<file path="src/rtl/imu_sync_pkg.sv">
// Shared definitions for the IMU interrupt generator and the IMU synchroniser.
// Latency: n/a (types and constants only).
// Backpressure: n/a.
//
// Contents:
//   imu_state_t         interrupt generator FSM state
//   PERIOD_W_DEF        default period / down-counter width
//   PULSE_W_DEF         default pulse-width configuration width
//   CNT_W_DEF           default sample counter width (matches samples_per_frame)
package imu_sync_pkg;

  typedef enum logic [1:0] {
    IDLE  = 2'd0,
    PULSE = 2'd1,
    GAP   = 2'd2
  } imu_state_t;

  localparam int unsigned PERIOD_W_DEF = 32;
  localparam int unsigned PULSE_W_DEF  = 16;
  localparam int unsigned CNT_W_DEF    = 8;

endpackage

</file>
<file path="src/rtl/imu_int_generator.sv">
// Emulated IMU data-ready interrupt: periodic pulse train with clamped period/pulse config.
// Latency: imu_int rises 1 clk after enable is first sampled high (or after rst falls with enable high).
// Backpressure: none; enable is a level request, dropping it lets the current period finish first.
//
// Ports:
//   clk, rst          single clock, synchronous active-high reset
//   enable            level request for continuous interrupt generation
//   period_cycles     clk cycles between consecutive imu_int rising edges (clamped to >= 2)
//   pulse_cycles      clk cycles imu_int is high per period (clamped to 1 .. period-1)
//   imu_int           interrupt output, registered
//   sample_count      pulses issued since enable was last asserted from idle (wraps)
//   period_done       one-cycle strobe on the last cycle of every period
//   busy              high whenever a period is in progress
module imu_int_generator
  import imu_sync_pkg::*;
#(
  parameter int unsigned PERIOD_W = PERIOD_W_DEF,
  parameter int unsigned PULSE_W  = PULSE_W_DEF,
  parameter int unsigned CNT_W    = CNT_W_DEF
) (
  input  logic                clk,
  input  logic                rst,
  input  logic                enable,
  input  logic [PERIOD_W-1:0] period_cycles,
  input  logic [PULSE_W-1:0]  pulse_cycles,
  output logic                imu_int,
  output logic [CNT_W-1:0]    sample_count,
  output logic                period_done,
  output logic                busy
);

  imu_state_t          state;
  imu_state_t          state_nxt;
  logic                load;

  // Down-counter holds the number of cycles remaining in the current period
  // after this one; it is loaded with period_eff-1 on entry to PULSE.
  logic [PERIOD_W-1:0] cnt;
  logic [PERIOD_W-1:0] period_sh;
  logic [PERIOD_W-1:0] pulse_sh;
  logic [PERIOD_W-1:0] gap_len;

  logic [PERIOD_W-1:0] period_eff;
  logic [PERIOD_W-1:0] pulse_raw;
  logic [PERIOD_W-1:0] pulse_eff;

  // Clamp so every period has at least one high and one low cycle.
  // period_eff >= 2, so period_eff-1 never underflows; at the maximum period
  // the counter load is all-ones minus one and nothing overflows.
  always_comb begin
    period_eff = period_cycles;
    if (period_cycles < PERIOD_W'(2)) begin
      period_eff = PERIOD_W'(2);
    end
    pulse_raw = PERIOD_W'(pulse_cycles);
    if (pulse_raw == '0) begin
      pulse_raw = PERIOD_W'(1);
    end
    pulse_eff = pulse_raw;
    if (pulse_raw >= period_eff) begin
      pulse_eff = period_eff - PERIOD_W'(1);
    end
  end

  // The last PULSE cycle is the one where the remaining count equals the gap length.
  assign gap_len = period_sh - pulse_sh;

  always_comb begin
    state_nxt   = state;
    load        = 1'b0;
    period_done = 1'b0;
    case (state)
      IDLE: begin
        if (enable) begin
          state_nxt = PULSE;
          load      = 1'b1;
        end
      end
      PULSE: begin
        if (cnt == gap_len) begin
          state_nxt = GAP;
        end
      end
      GAP: begin
        if (cnt == '0) begin
          period_done = 1'b1;
          if (enable) begin
            state_nxt = PULSE;
            load      = 1'b1;
          end else begin
            state_nxt = IDLE;
          end
        end
      end
      default: begin
        state_nxt = IDLE;
      end
    endcase
  end

  assign busy = (state != IDLE);

  always_ff @(posedge clk) begin
    if (rst) begin
      state        <= IDLE;
      imu_int      <= 1'b0;
      sample_count <= '0;
      cnt          <= '0;
      period_sh    <= '0;
      pulse_sh     <= '0;
    end else begin
      state   <= state_nxt;
      imu_int <= (state_nxt == PULSE);

      if (load) begin
        period_sh <= period_eff;
        pulse_sh  <= pulse_eff;
        cnt       <= period_eff - PERIOD_W'(1);
      end else if (state != IDLE && cnt != '0) begin
        cnt <= cnt - PERIOD_W'(1);
      end

      // Starting from idle clears the count and counts the first pulse in one step.
      if (load && state == IDLE) begin
        sample_count <= CNT_W'(1);
      end else if (load) begin
        sample_count <= sample_count + CNT_W'(1);
      end
    end
  end

endmodule
</file>
<file path="config.mk">
export PLATFORM = sky130hd
export DESIGN_NAME = imu_int_generator
export DESIGN_NICKNAME = d
export VERILOG_FILES = /design/src/rtl/imu_sync_pkg.sv /design/src/rtl/imu_int_generator.sv
export SDC_FILE = /design/constraint.sdc
export NUM_CORES = 1
export LEC_CHECK = 0
export ABC_AREA = 1
export CAP_MARGIN = 40
export CORE_UTILIZATION = 45
export DETAILED_ROUTE_END_ITERATION = 12
export GPL_TIMING_DRIVEN = 0
export PLACE_DENSITY_LB_ADDON = 0.2
export SLEW_MARGIN = 0
export SYNTH_ARGS = -nofsm -noshare
export SYNTH_HDL_FRONTEND = slang
export SYNTH_SLANG_ARGS = --single-unit
export TNS_END_PERCENT = 50
</file>
<file path="constraint.sdc">
create_clock -name clk -period 3.1 [get_ports clk]
set_input_delay 0.31 -clock clk [delete_from_list [all_inputs] [get_ports clk]]
set_output_delay 0.31 -clock clk [all_outputs]
set_load 0.03 [all_outputs]
</file>
==> results.sh <==
export IMPL_design_area_mm2=0.0110
export IMPL_pre_cts_ws_ns=-0.679
export IMPL_clk_latency_ns=0.37
export IMPL_regArea_mm2=0.00214
export IMPL_totalNegativeSetupSlack_ns=0
export IMPL_syn_to_final_growth_pct=15.7
export IMPL_synth_cell_types=49
export IMPL_finalSetupViolCount=0
export IMPL_yosysSeqAreaShare=0.226
export IMPL_drv_cap=0
export IMPL_clock_root_buffer="clkbuf_16"
export IMPL_vias=10200
export IMPL_post_route_drc_count=0
export IMPL_utilization=0.538
export IMPL_first_global_vias=9373
export IMPL_setup_ws_ns=0.182
export IMPL_synth_edf_count=0
export IMPL_antenna_cells=0
export IMPL_status="completed"
export IMPL_arrival_ns=2.61
export IMPL_n_fill_cell=2177
export IMPL_crit_chain="inv_1 > ha_1 > inv_1 > nor2_4 > inv_2 > nor2_8 > nand2_4 > nor3_4 > nand4_1 > nand3b_4 > nor2_1 > clkbuf_2"
export IMPL_num_io_pins=62
export IMPL_worstPathRequired_ns=2.79
export IMPL_worst_clock_skew_ns=0.0157
export IMPL_leakagePower_nw=5.55
export IMPL_die_area_mm2=0.0217
export IMPL_rows=52
export IMPL_drt_wirelength_per_cell_um=16.4
export IMPL_hold_viol_final=0
export IMPL_synth_ff_type="dfxtp_1"
export IMPL_grtUsageTotal=0.295
export IMPL_hp_class="in2reg"
export IMPL_place_gp_congestion=0.956
export IMPL_cp_max_fo=6
export IMPL_worst_pin_slew_ns=0.762
export IMPL_yosys_top_cells_count="409 x nand2_1, 265 x inv_1, 172 x nor2_1, 115 x nand3_1, 107 x dfxtp_1"
export IMPL_grt_pass1_wl_um=49300
export IMPL_path_common_cell="inv_1"
export IMPL_ys_seq_elements=107
export IMPL_numCtsBuffers=9
export IMPL_nNetsFinal=1760
export IMPL_die_w_um=147
export IMPL_cts_path_max_buffers=2
export IMPL_antenna_found_initial=0
export IMPL_rsz0062_at_grt="true"
export IMPL_syn_nets=1680
export IMPL_postSynth_asyncResetShare=0
export IMPL_grt_overflow_total=0
export IMPL_layout_drive_gt1_share=0.0812
export IMPL_synth_most_common_cell="nand2_1"
export IMPL_fin_crit_ns=2.92
export IMPL_endpoint_kind="output port"
export IMPL_viasPerCell=5.25
export IMPL_grt_max_degree=23
export IMPL_synthTopCellsByArea="dfxtp_1 23%, nand2_1 16%, inv_1 10%"
export IMPL_slew_headroom=0.492
export IMPL_antenna_left=0
export IMPL_yosysWarnings=0
export IMPL_die_h_um=147
export IMPL_yosysTopAreaCellShare=0.226
export IMPL_slowest_delay_ns=0.35
export IMPL_netlist_instances=1578
export IMPL_wirelength_um=31600
export IMPL_initial_core_util=0.465
export IMPL_fin_total_pwr_mw=4.95
export IMPL_path_clk_slew_ns=0.09
export IMPL_cp_slowest_cell="dfxtp_1"
export IMPL_hpwl_um=26200
export IMPL_synth_top_area_cell="dfxtp_1"
export IMPL_slew_violations=0
export IMPL_core_area_mm2=0.0204
export IMPL_placed_area_mm2=0.0104
export IMPL_multi_input_area_mm2=0.00613
export IMPL_dr_pass1_iters=6
export IMPL_crit_path_start_kind="register"
export IMPL_max_freq_mhz=343
export IMPL_p_per_area_mw_per_mm2=450
export IMPL_finalCritPeriodShare=0.941
export IMPL_path_class="reg2out"
export IMPL_cts_max_level=3
export IMPL_hold_buffers=0
export IMPL_syn_area_per_cell_um2=6.02
export IMPL_dr_first_iter_drc_count=840
export IMPL_cts_tree="yes"
export IMPL_numPortBuffers=60
export IMPL_vdd_drop_max_mv=0.281
export IMPL_clock_sinks=107
export IMPL_synth_area_mm2=0.00949
==> metrics by stage <==
stage / std cells / hold WS, ns
2_1_floorplan: 1578 / 0.428
3_3_place_gp: 1908 / 0.436
3_5_place_dp: 1908 / 0.443
4_1_cts: 1924 / 0.455
5_1_grt: 1933 / 0.344
6_report: 1933 / 0.314
==> cells in the final DEF (no fill, tap or decap), types with 3 or more instances in the layout <==
cell type / netlist / layout
nand3b_1: 7 / 7
nand3_1: 115 / 112
nand2_2: 7 / 8
ha_1: 50 / 49
inv_1: 265 / 265
inv_6: 0 / 3
clkdlybuf4s50_1: 0 / 41
dfxtp_1: 107 / 107
nand2_4: 2 / 3
nor2_4: 2 / 5
o21ai_1: 12 / 13
o211ai_2: 11 / 11
nand3_2: 0 / 3
a21oi_1: 79 / 79
nand4_1: 25 / 25
clkinv_8: 0 / 4
buf_6: 3 / 5
buf_4: 1 / 11
nand2_1: 409 / 407
a211oi_1: 11 / 11
xnor2_1: 21 / 21
clkbuf_1: 36 / 32
a31oi_1: 5 / 5
inv_2: 11 / 11
o211ai_1: 24 / 24
dlymetal6s2s_1: 0 / 17
nor3_1: 23 / 23
a21o_1: 3 / 3
nor4_1: 6 / 6
and2_1: 4 / 4
xor2_1: 46 / 44
nor3_2: 3 / 3
clkbuf_16: 0 / 9
buf_2: 18 / 18
nor2_1: 172 / 159
nor2_2: 9 / 19
o21ai_0: 63 / 62
o21bai_1: 5 / 5
or2_2: 3 / 3
==> worst max-delay path, delay by kind of cell, from the launching register on <==
| family | cells | cell delay, ns |
|---|---|---|
| and+or+nand+nor | 7 | 1.14 |
| adders and majority gates | 1 | 0.21 |
| DFF | 1 | 0.35 |
| buffers and inverters | 4 | 0.54 |
==> area by class of cell <==
cell class | instances | area share
inverters | 278 | 0.0957
clock buffers | 9 | 0.0205
flip-flops and latches | 107 | 0.195
clock inverters | 7 | 0.00832
multi-input cells | 1134 | 0.558
plain buffers | 59 | 0.0275
repair buffers | 69 | 0.0641
well taps | 270 | 0.0308
==> cells by family after synthesis <==
family	Yosys count	share of synthesized area
and+or+nand+nor	793	0.362
buffers and inverters	337	0.140
AOI/OAI and AO/OA	223	0.142
DFF	107	0.226
xor gates and xnor gates	67	0.0618
adders and majority gates	51	0.0680
==> per-layer routing <==
layer / up-vias / routed length [um] / track usage
met5: - / 0 / 0
li1: 5161 / - / -
met1: 4566 / 14400 / 0.399
met4: 0 / 1100 / 0.121
met3: 61 / 2330 / 0.0503
met2: 367 / 13800 / 0.463
==> worst paths after layout <==
kind / from / to / slack, ns / cells past startpoint
worst max-delay path: cnt[0] / period_done / 0.18 / 12
worst min-delay path: period_cycles[28] / period_sh[28] / 0.31 / 3
worst max register to register: cnt[0] / cnt[17] / 0.19 / 16
worst min register to register: pulse_sh[27] / pulse_sh[27] / 0.45 / 2
==> registers in the layout, summed over array words and instances (netlist names) <==
signal,cells
imu_int,1
sample_count,8
cnt,32
state,2
period_sh,32
pulse_sh,32
==> power breakdown <==
group | switching (mW) | internal [mW] | total (mW)
registers | 0.149 | 1.48 | 1.63
clock network | 0.631 | 0.583 | 1.21
logic | 1.36 | 0.743 | 2.10
total | 2.14 | 2.81 | 4.95
==> timing repair <==
item,CTS,global route
gates resized for setup,18,47
buffers inserted,0,9
pin swaps,0,10
setup endpoints to repair,27,35
endpoints found under the hold margin,0,0
No activity file was read; power rests on OpenSTA's default activity.
